### src/rtl/fb_swap_pkg.sv
// Shared constants for the frame-buffer swap scheduler: CSR map, FSM state codes
// and STATUS/CTRL bit positions.
package fb_swap_pkg;

  localparam logic [2:0] CsrCtrl     = 3'd0;
  localparam logic [2:0] CsrBuf0     = 3'd1;
  localparam logic [2:0] CsrBuf1     = 3'd2;
  localparam logic [2:0] CsrSwap     = 3'd3;
  localparam logic [2:0] CsrStatus   = 3'd4;
  localparam logic [2:0] CsrFrameCnt = 3'd5;
  localparam logic [2:0] CsrIrqClr   = 3'd7;

  typedef logic [1:0] fsm_state_t;
  localparam fsm_state_t StIdle   = 2'd0;
  localparam fsm_state_t StWrAddr = 2'd1;
  localparam fsm_state_t StWrGo   = 2'd2;

  localparam int unsigned CtrlEnableBit    = 0;
  localparam int unsigned CtrlIrqEnBit     = 1;
  localparam int unsigned StatusPendingBit = 0;
  localparam int unsigned StatusFrontBit   = 1;
  localparam int unsigned StatusBusyBit    = 2;
  localparam int unsigned StatusIrqBit     = 3;

endpackage

### src/rtl/fb_vsync_sync.sv
// Two-flop synchronizer for an ITC sync input followed by a registered
// rising-edge detector producing a single-cycle pulse.
module fb_vsync_sync (
  input  logic clk_i,
  input  logic reset_i,
  input  logic async_i,
  output logic pulse_o
);

  // [0],[1] are the synchronizer stages, [2] is the edge-detect history
  logic [2:0] sync_q;
  logic       pulse_q;

  always_ff @(posedge clk_i or posedge reset_i) begin
    if (reset_i) begin
      sync_q  <= '0;
      pulse_q <= 1'b0;
    end else begin
      sync_q  <= {sync_q[1:0], async_i};
      pulse_q <= sync_q[1] & ~sync_q[2];
    end
  end

  assign pulse_o = pulse_q;

endmodule

### src/rtl/fb_swap_sched.sv
// Double-buffer swap scheduler: defers buffer flips to vsync and reprograms the
// frame reader over Avalon-MM. Optional interrupt enabled by FB_SWAP_IRQ_EN.
module fb_swap_sched
  import fb_swap_pkg::*;
#(
  parameter int unsigned ADDR_W       = 32,
  parameter int unsigned REG_ADDR_OFS = 4,
  parameter int unsigned REG_GO_OFS   = 0,
  parameter int unsigned GO_VALUE     = 1,
  parameter int unsigned CNT_W        = 16
) (
  input  logic              clk_i,
  input  logic              reset_i,
  input  logic [2:0]        csr_address_i,
  input  logic              csr_write_i,
  input  logic [31:0]       csr_writedata_i,
  input  logic              csr_read_i,
  output logic [31:0]       csr_readdata_o,
  input  logic              vsync_async_i,
  output logic [3:0]        m_address_o,
  output logic              m_write_o,
  output logic [ADDR_W-1:0] m_writedata_o,
  input  logic              m_waitrequest_i,
`ifdef FB_SWAP_IRQ_EN
  output logic              irq_o,
`endif
  output logic              busy_o
);

  logic              vs_pulse;
  logic [1:0]        ctrl_q, ctrl_d;
  logic [ADDR_W-1:0] buf0_q, buf0_d, buf1_q, buf1_d, tgt_addr_q, tgt_addr_d;
  logic              pending_q, pending_d, front_q, front_d;
  logic              init_req_q, init_req_d, target_q, target_d, seq_init_q, seq_init_d;
  logic [CNT_W-1:0]  frame_cnt_q, frame_cnt_d;
  logic [31:0]       rdata_q, rdata_d;
  fsm_state_t        state_q, state_d;
  logic              enable, go_done, swap_done;

  fb_vsync_sync u_vsync_sync (
    .clk_i   (clk_i),
    .reset_i (reset_i),
    .async_i (vsync_async_i),
    .pulse_o (vs_pulse)
  );

  assign enable    = ctrl_q[CtrlEnableBit];
  assign go_done   = (state_q == StWrGo) && !m_waitrequest_i;
  assign swap_done = go_done && !seq_init_q;

  always_comb begin
    ctrl_d      = ctrl_q;
    buf0_d      = buf0_q;
    buf1_d      = buf1_q;
    pending_d   = pending_q;
    front_d     = front_q;
    init_req_d  = init_req_q;
    frame_cnt_d = frame_cnt_q;
    state_d     = state_q;
    tgt_addr_d  = tgt_addr_q;
    target_d    = target_q;
    seq_init_d  = seq_init_q;

    if (vs_pulse && enable) begin
      frame_cnt_d = frame_cnt_q + 1'b1;
    end

    unique case (state_q)
      StIdle: begin
        if (init_req_q && enable) begin
          state_d    = StWrAddr;
          target_d   = front_q;
          seq_init_d = 1'b1;
          tgt_addr_d = front_q ? buf1_q : buf0_q;
        end else if (enable && pending_q && vs_pulse) begin
          state_d    = StWrAddr;
          target_d   = ~front_q;
          seq_init_d = 1'b0;
          tgt_addr_d = front_q ? buf0_q : buf1_q;
        end
      end
      StWrAddr: begin
        if (!m_waitrequest_i) state_d = StWrGo;
      end
      StWrGo: begin
        if (!m_waitrequest_i) begin
          state_d = StIdle;
          front_d = target_q;
          if (seq_init_q) init_req_d = 1'b0;
          else            pending_d  = 1'b0;
        end
      end
      default: state_d = StIdle;
    endcase

    // A pending init is dropped if enable falls before its sequence starts
    if (state_q == StIdle && !enable) init_req_d = 1'b0;

    if (csr_write_i) begin
      case (csr_address_i)
        CsrCtrl: begin
`ifdef FB_SWAP_IRQ_EN
          ctrl_d = csr_writedata_i[1:0];
`else
          ctrl_d = {1'b0, csr_writedata_i[0]};
`endif
          if (csr_writedata_i[0] && !enable) init_req_d = 1'b1;
        end
        CsrBuf0: buf0_d    = ADDR_W'(csr_writedata_i);
        CsrBuf1: buf1_d    = ADDR_W'(csr_writedata_i);
        CsrSwap: pending_d = 1'b1;  // set wins over a same-cycle completion clear
        default: ;
      endcase
    end
  end

`ifdef FB_SWAP_IRQ_EN
  logic irq_q, irq_d;

  always_comb begin
    irq_d = irq_q;
    if (csr_write_i && csr_address_i == CsrIrqClr) irq_d = 1'b0;
    if (swap_done) irq_d = 1'b1;
  end

  always_ff @(posedge clk_i or posedge reset_i) begin
    if (reset_i) irq_q <= 1'b0;
    else         irq_q <= irq_d;
  end

  assign irq_o = irq_q & ctrl_q[CtrlIrqEnBit];
`endif

  always_comb begin
    rdata_d = rdata_q;
    if (csr_read_i) begin
      rdata_d = '0;
      case (csr_address_i)
        CsrCtrl:     rdata_d[1:0] = ctrl_q;
        CsrBuf0:     rdata_d = 32'(buf0_q);
        CsrBuf1:     rdata_d = 32'(buf1_q);
        CsrSwap:     rdata_d[0] = pending_q;
        CsrStatus: begin
          rdata_d[StatusPendingBit] = pending_q;
          rdata_d[StatusFrontBit]   = front_q;
          rdata_d[StatusBusyBit]    = (state_q != StIdle);
`ifdef FB_SWAP_IRQ_EN
          rdata_d[StatusIrqBit]     = irq_q;
`endif
        end
        CsrFrameCnt: rdata_d = 32'(frame_cnt_q);
        default:     rdata_d = '0;
      endcase
    end
  end

  always_ff @(posedge clk_i or posedge reset_i) begin
    if (reset_i) begin
      ctrl_q      <= '0;
      buf0_q      <= '0;
      buf1_q      <= '0;
      pending_q   <= 1'b0;
      front_q     <= 1'b0;
      init_req_q  <= 1'b0;
      frame_cnt_q <= '0;
      state_q     <= StIdle;
      tgt_addr_q  <= '0;
      target_q    <= 1'b0;
      seq_init_q  <= 1'b0;
      rdata_q     <= '0;
    end else begin
      ctrl_q      <= ctrl_d;
      buf0_q      <= buf0_d;
      buf1_q      <= buf1_d;
      pending_q   <= pending_d;
      front_q     <= front_d;
      init_req_q  <= init_req_d;
      frame_cnt_q <= frame_cnt_d;
      state_q     <= state_d;
      tgt_addr_q  <= tgt_addr_d;
      target_q    <= target_d;
      seq_init_q  <= seq_init_d;
      rdata_q     <= rdata_d;
    end
  end

  // Master outputs decode straight from state so reset drops m_write at once
  always_comb begin
    m_write_o     = 1'b0;
    m_address_o   = '0;
    m_writedata_o = '0;
    unique case (state_q)
      StWrAddr: begin
        m_write_o     = 1'b1;
        m_address_o   = 4'(REG_ADDR_OFS);
        m_writedata_o = tgt_addr_q;
      end
      StWrGo: begin
        m_write_o     = 1'b1;
        m_address_o   = 4'(REG_GO_OFS);
        m_writedata_o = ADDR_W'(GO_VALUE);
      end
      default: ;
    endcase
  end

  assign busy_o         = (state_q != StIdle);
  assign csr_readdata_o = rdata_q;

endmodule

### config.mk
export PLATFORM = sky130hd
export DESIGN_NAME = fb_swap_sched
export DESIGN_NICKNAME = d
export VERILOG_FILES = /design/src/rtl/fb_swap_pkg.sv /design/src/rtl/fb_vsync_sync.sv /design/src/rtl/fb_swap_sched.sv
export SDC_FILE = /design/constraint.sdc
export NUM_CORES = 1
export LEC_CHECK = 0
export ABC_AREA = 1
export CAP_MARGIN = 20
export CORE_AREA = 4 4 136 112
export DETAILED_ROUTE_END_ITERATION = 10
export DIE_AREA = 0 0 140 116
export PLACE_DENSITY_LB_ADDON = 0.3
export SLEW_MARGIN = 20
export SYNTH_ARGS = -nofsm -noshare
export SYNTH_HDL_FRONTEND = slang
export SYNTH_SLANG_ARGS = --single-unit
### constraint.sdc
create_clock -name clk_i -period 6.95 [get_ports clk_i]
set_input_delay 1.39 -clock clk_i [delete_from_list [all_inputs] [get_ports clk_i]]
set_output_delay 1.39 -clock clk_i [all_outputs]
set_load 0.01 [all_outputs]
==> out/qor.csv, run 1 <==
metric,value,unit
run status,"complete, no violations",
I/O pin cnt,111,
sequential share of power,41.1,%
Placement Cell Area,0.00851,mm2
final hold violation count,0,
grt ovf,0,
Routed WL,17700,um
"Seq/Total Area, Yosys",53.4,%
P_sw,1.01,mW
count of pins over their slew limit,0,
final worst path period share,53.1,%
headroom to the max-slew limit,30.2,%
clock power share,30.9,%
Syn. warnings,0,
die area,0.0162,mm2
CP max FO,33,
H-tree level count,4,
synthesized area per cell,7.76,um2
Die H,116,um
drt wl/cell,14.4,um
Nets,1082,
Worst setup SP type,flop,
Syn-to-layout area delta,25.2,%
Post-route DRC,0,
Sw Ratio,32.8,%
Peak Freq,271,MHz
Clock Latency Late Sink,0.42,ns
Num Clock Sinks,156,
P per Cell Area,336,mW/mm2
"Distinct cells, synth",26,
Via Count,6104,
CTS Root Cell,clkbuf_16,
cell count after synthesis,942,
CTS Buf Count,17,
maximum clock path buffer count,2,
leakage,4.89,nW
IO buf count,107,
critical path class,flop to output pin,
number of global-route vias before repair,5934,
initial antenna violation count,0,
CP Capture Type,output pin,
GPL Wtd Cong,0.883,
Setup TNS,0,ns
type of the worst min-delay path,flop to flop,
Initial DRC Count,655,
number of synthesized register bits,156,
design area,0.00915,mm2
slowest cell on the critical path,clkdlybuf4s50_1,
CTS tree,built,
Area contributors post-synth,"dfrtp_1 53%, nand2_1 20%, inv_1 7.4%",
max-cap violation count,0,
clk_skew,0.00698,ns
"antenna viol nets, final",0,
largest net degree at the start of global routing,99,
CTS resizes,0,
unrepaired setup endpoints after global routing,no,
CTS Hold Bufs,0,
Post-CTS Setup Repair Bufs,0,
overall routing resource usage,22.8,%
post-synthesis cell area,0.00731,mm2
HPWL after DPL,11400,um
Worst Reg2Reg Path Length in Cells,7,
first-pass GRT wire length,29500,um
die width,140,um
starting density of the core,52.4,%
Period minus WS final,3.69,ns
internal power,2.07,mW
Combinational Power Share,28.0,%
Least-Margin Pin Slew,1.04,ns
fraction of layout instances using a drive strength above 1,4.87,%
Placeable Area,0.0140,mm2
VDD IR max,0.222,mV
vias per cell,4.95,
Antenna Cells,0,
Critical Path AT,2.30,ns
Core Rows,39,
Yosys top cell by area,dfrtp_1,
worst hold stages,0,
Required @ worst endpoint,5.56,ns
clock transition at the registers of the reported paths,0.06,ns
crit path cell chain,inv_1 -> ha_1 -> buf_4 -> nand2_1 -> a21boi_0 -> clkdlybuf4s50_1,
Critical Path Max Stage Delay,0.56,ns
drt pass-1 iters,5,
area fraction of the dominant cell type after synthesis,53.4,%
endpoints failing setup,0,
fillcell total,1201,
## power by group through the flow
stage | clock network [mW] | logic [mW] | registers, mW
finish | 0.952 | 0.860 | 1.26
global route | 1.01 | 0.977 | 1.29
CTS | 0.965 | 0.865 | 1.26
detailed placement | 0 | 0.851 | 1.27
global placement | 0 | 0.825 | 1.27
floorplan | 0 | 0.537 | 1.24
## per-layer routing
metal | global-route usage, % | wire [um] | part of all wire [%]
met4 | 6.13 | 192 | 1.1
met1 | 31.6 | 8350 | 47
met3 | 4.66 | 1010 | 5.7
met5 | 0 | 0 | 0
met2 | 37.1 | 8160 | 46
## worst max-delay path: cells and delay by family (launching register included)
family / cells / cell delay [ns]
simple gates: 1 / 0.09
compound gates: 1 / 0.17
buf+inv: 3 / 1.04
flops: 1 / 0.40
fa+ha+maj: 1 / 0.18
## synth_stat cells
cell / count
inv_1: 145
buf_1: 1
xnor2_1: 8
nand3b_1: 1
buf_4: 4
mux2_2: 1
o211ai_1: 14
a21boi_0: 1
nand2_1: 396
o21ai_0: 70
dfrtp_1: 156
nor3_1: 3
ha_1: 6
conb_1: 1
o21ai_1: 7
nand4_1: 5
nor2_4: 2
clkbuf_1: 19
nor2_1: 16
buf_2: 19
xor2_1: 6
nand2_2: 2
inv_2: 5
o22ai_1: 15
nand3_1: 38
xor2_2: 1
## sequential cells by signal, indices dropped and copies added, names as in the netlist
register / flops
pending_q: 1
u_vsync_sync.pulse_o: 1
state_q: 2
csr_readdata_o: 32
init_req_q: 1
u_vsync_sync.sync_q: 3
buf0_q: 32
buf1_q: 32
ctrl_q: 1
target_q: 1
frame_cnt_q: 16
seq_init_q: 1
front_q: 1
tgt_addr_q: 32
## worst paths after layout
kind / slack, ns / to / startpoint
max: 3.26 / m_writedata_o[0] / state_q[1]
min in group asynchronous: 1.50 / u_vsync_sync.sync_q[2] / reset_i
min: 0.35 / u_vsync_sync.sync_q[1] / u_vsync_sync.sync_q[0]
min reg2reg: 0.35 / u_vsync_sync.sync_q[1] / u_vsync_sync.sync_q[0]
max reg2reg: 4.69 / tgt_addr_q[6] / ctrl_q[0]
max in group asynchronous: 4.24 / tgt_addr_q[16] / reset_i
## logic make-up (layout without fill, tap and decap cells)
group,after synthesis,count (layout),share of synthesized area [%]
buffers and inverters,193,297,10.4
other,1,3,0.0513
muxes,1,1,0.154
AOI/OAI and AO/OA,107,107,8.09
and+or+nand+nor,463,463,25.0
xor gates and xnor gates,15,15,1.90
DFF,156,156,53.4
adders and majority gates,6,6,1.03
## cell type report
type	count	area [um2]	area share, %
sequential	156	3900	42.6
multi-input combinational	595	2670	29.1
timing repair buffer	115	1170	12.8
inverter	150	568	6.21
clock buffer	22	474	5.18
tap	184	230	2.52
clock inverter	10	139	1.52
## through the flow
stage | util (%) | setup WS [ns] | power, mW | instances | hold WS (ns)
after global placement | 60.8 | 3.12 | 2.10 | 1198 | 0.333
after floorplan | - | 1.35 | 1.78 | 944 | 0.331
after global routing | 65.6 | 3.16 | 3.28 | 1232 | 0.370
after detailed placement | 61.0 | 3.03 | 2.12 | 1199 | 0.337
after CTS | 65.4 | 3.22 | 3.09 | 1231 | 0.351
final | 65.6 | 3.26 | 3.08 | 1232 | 0.351
## layout by cell type, fill, tap and decap left out, types with 2 or more instances in the layout
cell | Yosys | layout
clkinv_2 | 0 | 2
inv_2 | 5 | 5
bufinv_16 | 0 | 3
buf_4 | 4 | 6
nor2_4 | 2 | 2
xor2_1 | 6 | 6
xnor2_1 | 8 | 8
nor3_1 | 3 | 3
nand4_1 | 5 | 5
ha_1 | 6 | 6
nor2_1 | 16 | 16
clkinvlp_4 | 0 | 4
dfrtp_1 | 156 | 156
nand2_1 | 396 | 395
o211ai_1 | 14 | 14
o21ai_0 | 70 | 70
clkbuf_8 | 0 | 3
nand2_2 | 2 | 3
conb_1 | 1 | 3
nand3_1 | 38 | 38
clkbuf_16 | 0 | 17
clkbuf_1 | 19 | 2
o21ai_1 | 7 | 7
o22ai_1 | 15 | 15
clkdlybuf4s50_1 | 0 | 107
buf_16 | 0 | 2
inv_1 | 145 | 144
(Power assumes the default switching activity.)
==> inputs of run 2 (changes only) <==
- CORE_AREA: 4 4 136 112 -> 4 4 142 117
- DIE_AREA: 0 0 140 116 -> 0 0 146 121
- clock period: 6.95 -> 3 ns (I/O delays scaled with it)
==> out/qor.csv, run 2 (synthesis results as in run 1) <==
metric,value,unit
hold_ws,0.351,ns
CP max FO,32,
Die H,121,um
largest net degree at the start of global routing,39,
worst hold stages,0,
endpoints failing setup,0,
VDD IR max,0.554,mV
clk_skew,0.00953,ns
Routed WL,18300,um
Syn-to-layout area delta,26.3,%
Core Rows,41,
vias per cell,4.93,
hold_sp,u_vsync_sync.sync_q[0],
leakage,4.93,nW
drt pass-1 iters,5,
max-cap violation count,0,
P per Cell Area,770,mW/mm2
die width,146,um
Setup TNS,0,ns
placed cell count,1217,
Num Clock Sinks,156,
Post-route DRC,0,
clock transition at the registers of the reported paths,0.06,ns
CTS Hold Bufs,0,
CTS Root Cell,clkbuf_16,
Antenna Cells,0,
critical path class,flop to output pin,
Post-CTS Setup Repair Bufs,0,
final worst path period share,93.2,%
I/O pin cnt,111,
Period minus WS final,2.80,ns
CTS Buf Count,17,
Critical Path Start,state_q[1],
Worst setup SP type,flop,
headroom to the max-slew limit,54.9,%
Clock Latency Late Sink,0.43,ns
worst flop-to-flop path endpoint,tgt_addr_q[6],
die area,0.0177,mm2
CTS resizes,0,
final hold violation count,0,
run status,"complete, no violations",
Worst Reg2Reg Path Length in Cells,6,
Non-Filler Instances,1249,
worst setup path endpoint,m_writedata_o[13],
overall routing resource usage,21.4,%
H-tree level count,4,
unrepaired setup endpoints after global routing,no,
Least-Margin Pin Slew,0.675,ns
Critical Path AT,2.20,ns
initial antenna violation count,0,
"commonest non-fill, non-tap cell in the layout",nand2_1,
Initial DRC Count,481,
Via Count,6161,
CP Capture Type,output pin,
starting density of the core,47.7,%
"antenna viol nets, final",0,
grt ovf,0,
number of global-route vias before repair,5862,
HPWL after DPL,12200,um
Placeable Area,0.0153,mm2
IO buf count,107,
fraction of layout instances using a drive strength above 1,5.59,%
first-pass GRT wire length,29900,um
count of pins over their slew limit,0,
Required @ worst endpoint,2.40,ns
maximum clock path buffer count,2,
CTS tree,built,
R2R Setup Slk,1.05,ns
Nets,1090,
GPL Wtd Cong,0.827,
Peak Freq,358,MHz
drt wl/cell,14.6,um
type of the worst min-delay path,flop to flop,
Worst R2R Start,ctrl_q[0],
"commonest cells after routing, fill and taps aside","395 x nand2_1, 156 x dfrtp_1, 144 x inv_1",
## run 2: how the worst min path moves through the flow
stage | endpoint | slack [ns]
2_1_floorplan | u_vsync_sync.sync_q[1] | 0.33
3_5_place_dp | u_vsync_sync.sync_q[1] | 0.34
4_1_cts | u_vsync_sync.sync_q[1] | 0.35
6_report | u_vsync_sync.sync_q[1] | 0.35
3_3_place_gp | u_vsync_sync.sync_q[1] | 0.34
5_1_grt | u_vsync_sync.sync_q[1] | 0.35
## run 2: worst max-delay path, cell delays in order, from the launching register on
cell and delay (ns):
dfrtp_1 0.39, inv_1 0.13, ha_1 0.20, buf_4 0.33, nand2_1 0.11, inv_1 0.07
clkdlybuf4s50_1 0.53
## run 2: metrics by stage
stage                     area [um2]  worst slack, ns  utilization (%)  power, mW
after floorplan                 7320            0.427                -       4.12
after global routing            9240           0.0323             60.2       7.55
final                           9240            0.204             60.2       7.11
after detailed placement        8630            0.539             56.3       4.94
after global placement          8630            0.618             56.3       4.88
after CTS                       9240            0.164             60.2       7.17
## run 2: routing by layer
metal	GRT usage (%)	vias to the layer above	wire [um]
met4	5.93	0	174
met5	0	-	0
met3	4.74	19	1130
li1	-	3071	-
met1	31.0	2874	8900
met2	32.8	197	8050
## run 2: report_power, final
part / total, mW / internal (mW) / switching (mW)
registers: 2.92 / 2.59 / 0.328
logic: 2.00 / 0.841 / 1.16
clock network: 2.19 / 1.35 / 0.846
total: 7.11 / 4.78 / 2.33
## run 2: area by class of cell
class                           instances  area [um2]
Fill cell                            1376        6100
Timing Repair Buffer                  123        1250
Inverter                              150         567
Clock buffer                           21         460
Sequential cell                       156        3900
Tap cell                              193         241
Clock inverter                         11         143
Multi-Input combinational cell        595        2670
==> inputs of run 3 (changes only) <==
- REMOVE_ABC_BUFFERS: default -> 1
==> out/qor.csv, run 3 (synthesis results as in run 1) <==
metric,value,unit
CTS Root Cell,clkbuf_16,
Nets,1088,
die area,0.0177,mm2
count of pins over their slew limit,0,
CP Capture Type,output pin,
sequential share of power,41.7,%
Levels on crit path,6,
Routed WL,17800,um
Die H,121,um
Non-Filler Instances,1247,
I/O pin cnt,111,
final hold violation count,0,
Placeable Area,0.0153,mm2
internal power,4.72,mW
CTS Buf Count,17,
initial antenna violation count,0,
design area,0.00918,mm2
unrepaired setup endpoints after global routing,no,
crit path buf inv count,3,
"delay-heaviest family, CP",buffers and inverters,
fillcell total,1412,
endpoints failing setup,0,
Combinational Power Share,28.5,%
Peak Freq,369,MHz
starting density of the core,47.7,%
fraction of layout instances using a drive strength above 1,5.41,%
Initial DRC Count,366,
Required @ worst endpoint,2.40,ns
HPWL after DPL,11200,um
clk_skew,0.00569,ns
number of global-route vias before repair,5848,
overall routing resource usage,21.4,%
Worst setup SP type,flop,
Sw Ratio,32.7,%
worst hold stages,0,
CP max FO,34,
Via Count,6001,
Setup TNS,0,ns
hold_ws,0.349,ns
run status,"complete, no violations",
final worst path period share,90.4,%
largest net degree at the start of global routing,52,
"commonest non-fill, non-tap cell in the layout",nand2_1,
P_sw,2.30,mW
Post-route DRC,0,
Period minus WS final,2.71,ns
Num Clock Sinks,156,
"commonest cells after routing, fill and taps aside","395 x nand2_1, 156 x dfrtp_1, 144 x inv_1",
vias per cell,4.81,
Placement Cell Area,0.00860,mm2
P per Cell Area,765,mW/mm2
grt ovf,0,
leakage,4.92,nW
VDD IR max,0.475,mV
Core Rows,41,
Post-CTS Setup Repair Bufs,0,
first-pass GRT wire length,30000,um
Worst Reg2Reg Path Length in Cells,7,
clock power share,29.8,%
CTS tree,built,
Critical Path Max Stage Delay,0.56,ns
CTS Hold Bufs,0,
drt pass-1 iters,5,
Antenna Cells,0,
clock transition at the registers of the reported paths,0.06,ns
placed cell count,1215,
max-cap violation count,0,
type of the worst min-delay path,flop to flop,
headroom to the max-slew limit,49.2,%
slowest cell on the critical path,clkdlybuf4s50_1,
Clock Latency Late Sink,0.42,ns
critical path class,flop to output pin,
"Power, Total",7.02,mW
Syn-to-layout area delta,25.5,%
GPL Wtd Cong,0.810,
die width,146,um
"antenna viol nets, final",0,
crit path cell chain,inv_1 -> ha_2 -> buf_12 -> nand2_1 -> a21boi_0 -> clkdlybuf4s50_1,
Least-Margin Pin Slew,0.761,ns
drt wl/cell,14.2,um
IO buf count,107,
H-tree level count,4,
Critical Path AT,2.11,ns
CTS resizes,0,
maximum clock path buffer count,2,
[run 3: worst paths after layout]
| kind | startpoint | end | slack, ns |
|---|---|---|---|
| worst max-delay path | state_q[1] | m_writedata_o[0] | 0.29 |
| worst min-delay path | u_vsync_sync.sync_q[0] | u_vsync_sync.sync_q[1] | 0.35 |
| worst max register to register | ctrl_q[0] | seq_init_q | 0.81 |
| worst min register to register | u_vsync_sync.sync_q[0] | u_vsync_sync.sync_q[1] | 0.35 |
| max in group asynchronous | reset_i | buf1_q[25] | 1.69 |
| min in group asynchronous | reset_i | tgt_addr_q[17] | 0.59 |
[run 3: through the flow]
step           utilization [%]  worst slack, ns
2_1_floorplan                -            -1.81
3_3_place_gp              56.1            0.722
3_5_place_dp              56.1            0.681
4_1_cts                   59.8            0.246
5_1_grt                   59.8            0.156
6_report                  59.8            0.289
[run 3: worst reg2reg max path, cell delays in order (launching register included)]
cell	delay, ns
dfrtp_1	0.48
nand2_1	0.21
o21ai_1	0.17
inv_2	0.08
nor2_4	0.41
inv_2	0.46
nand2_1	0.18
o21ai_0	0.09
[run 3: cell type report]
cell class / count / area (um2) / area share, %
clock inverters: 8 / 90.1 / 0.982
well taps: 193 / 241 / 2.63
flip-flops and latches: 156 / 3900 / 42.5
inverters: 150 / 568 / 6.19
multi-input cells: 595 / 2670 / 29.1
clock buffers: 24 / 482 / 5.25
repair buffers: 121 / 1220 / 13.3
[run 3: layer usage]
| metal | share of wire [%] | vias to the layer above | GRT usage, % | routed length [um] |
|---|---|---|---|---|
| li1 | - | 3053 | - | - |
| met1 | 50 | 2782 | 31.2 | 8810 |
| met2 | 44 | 153 | 32.2 | 7740 |
| met3 | 5.8 | 13 | 4.97 | 1030 |
| met4 | 0.98 | 0 | 6.23 | 174 |
| met5 | 0 | - | 0 | 0 |
[run 3: power by group through the flow]
stage,logic (mW),registers (mW),clock network [mW]
2_1_floorplan,1.18,2.87,0
3_3_place_gp,1.96,2.95,0
3_5_place_dp,2.01,2.95,0
4_1_cts,2.03,2.92,2.14
5_1_grt,2.30,2.99,2.22
6_report,2.00,2.93,2.09
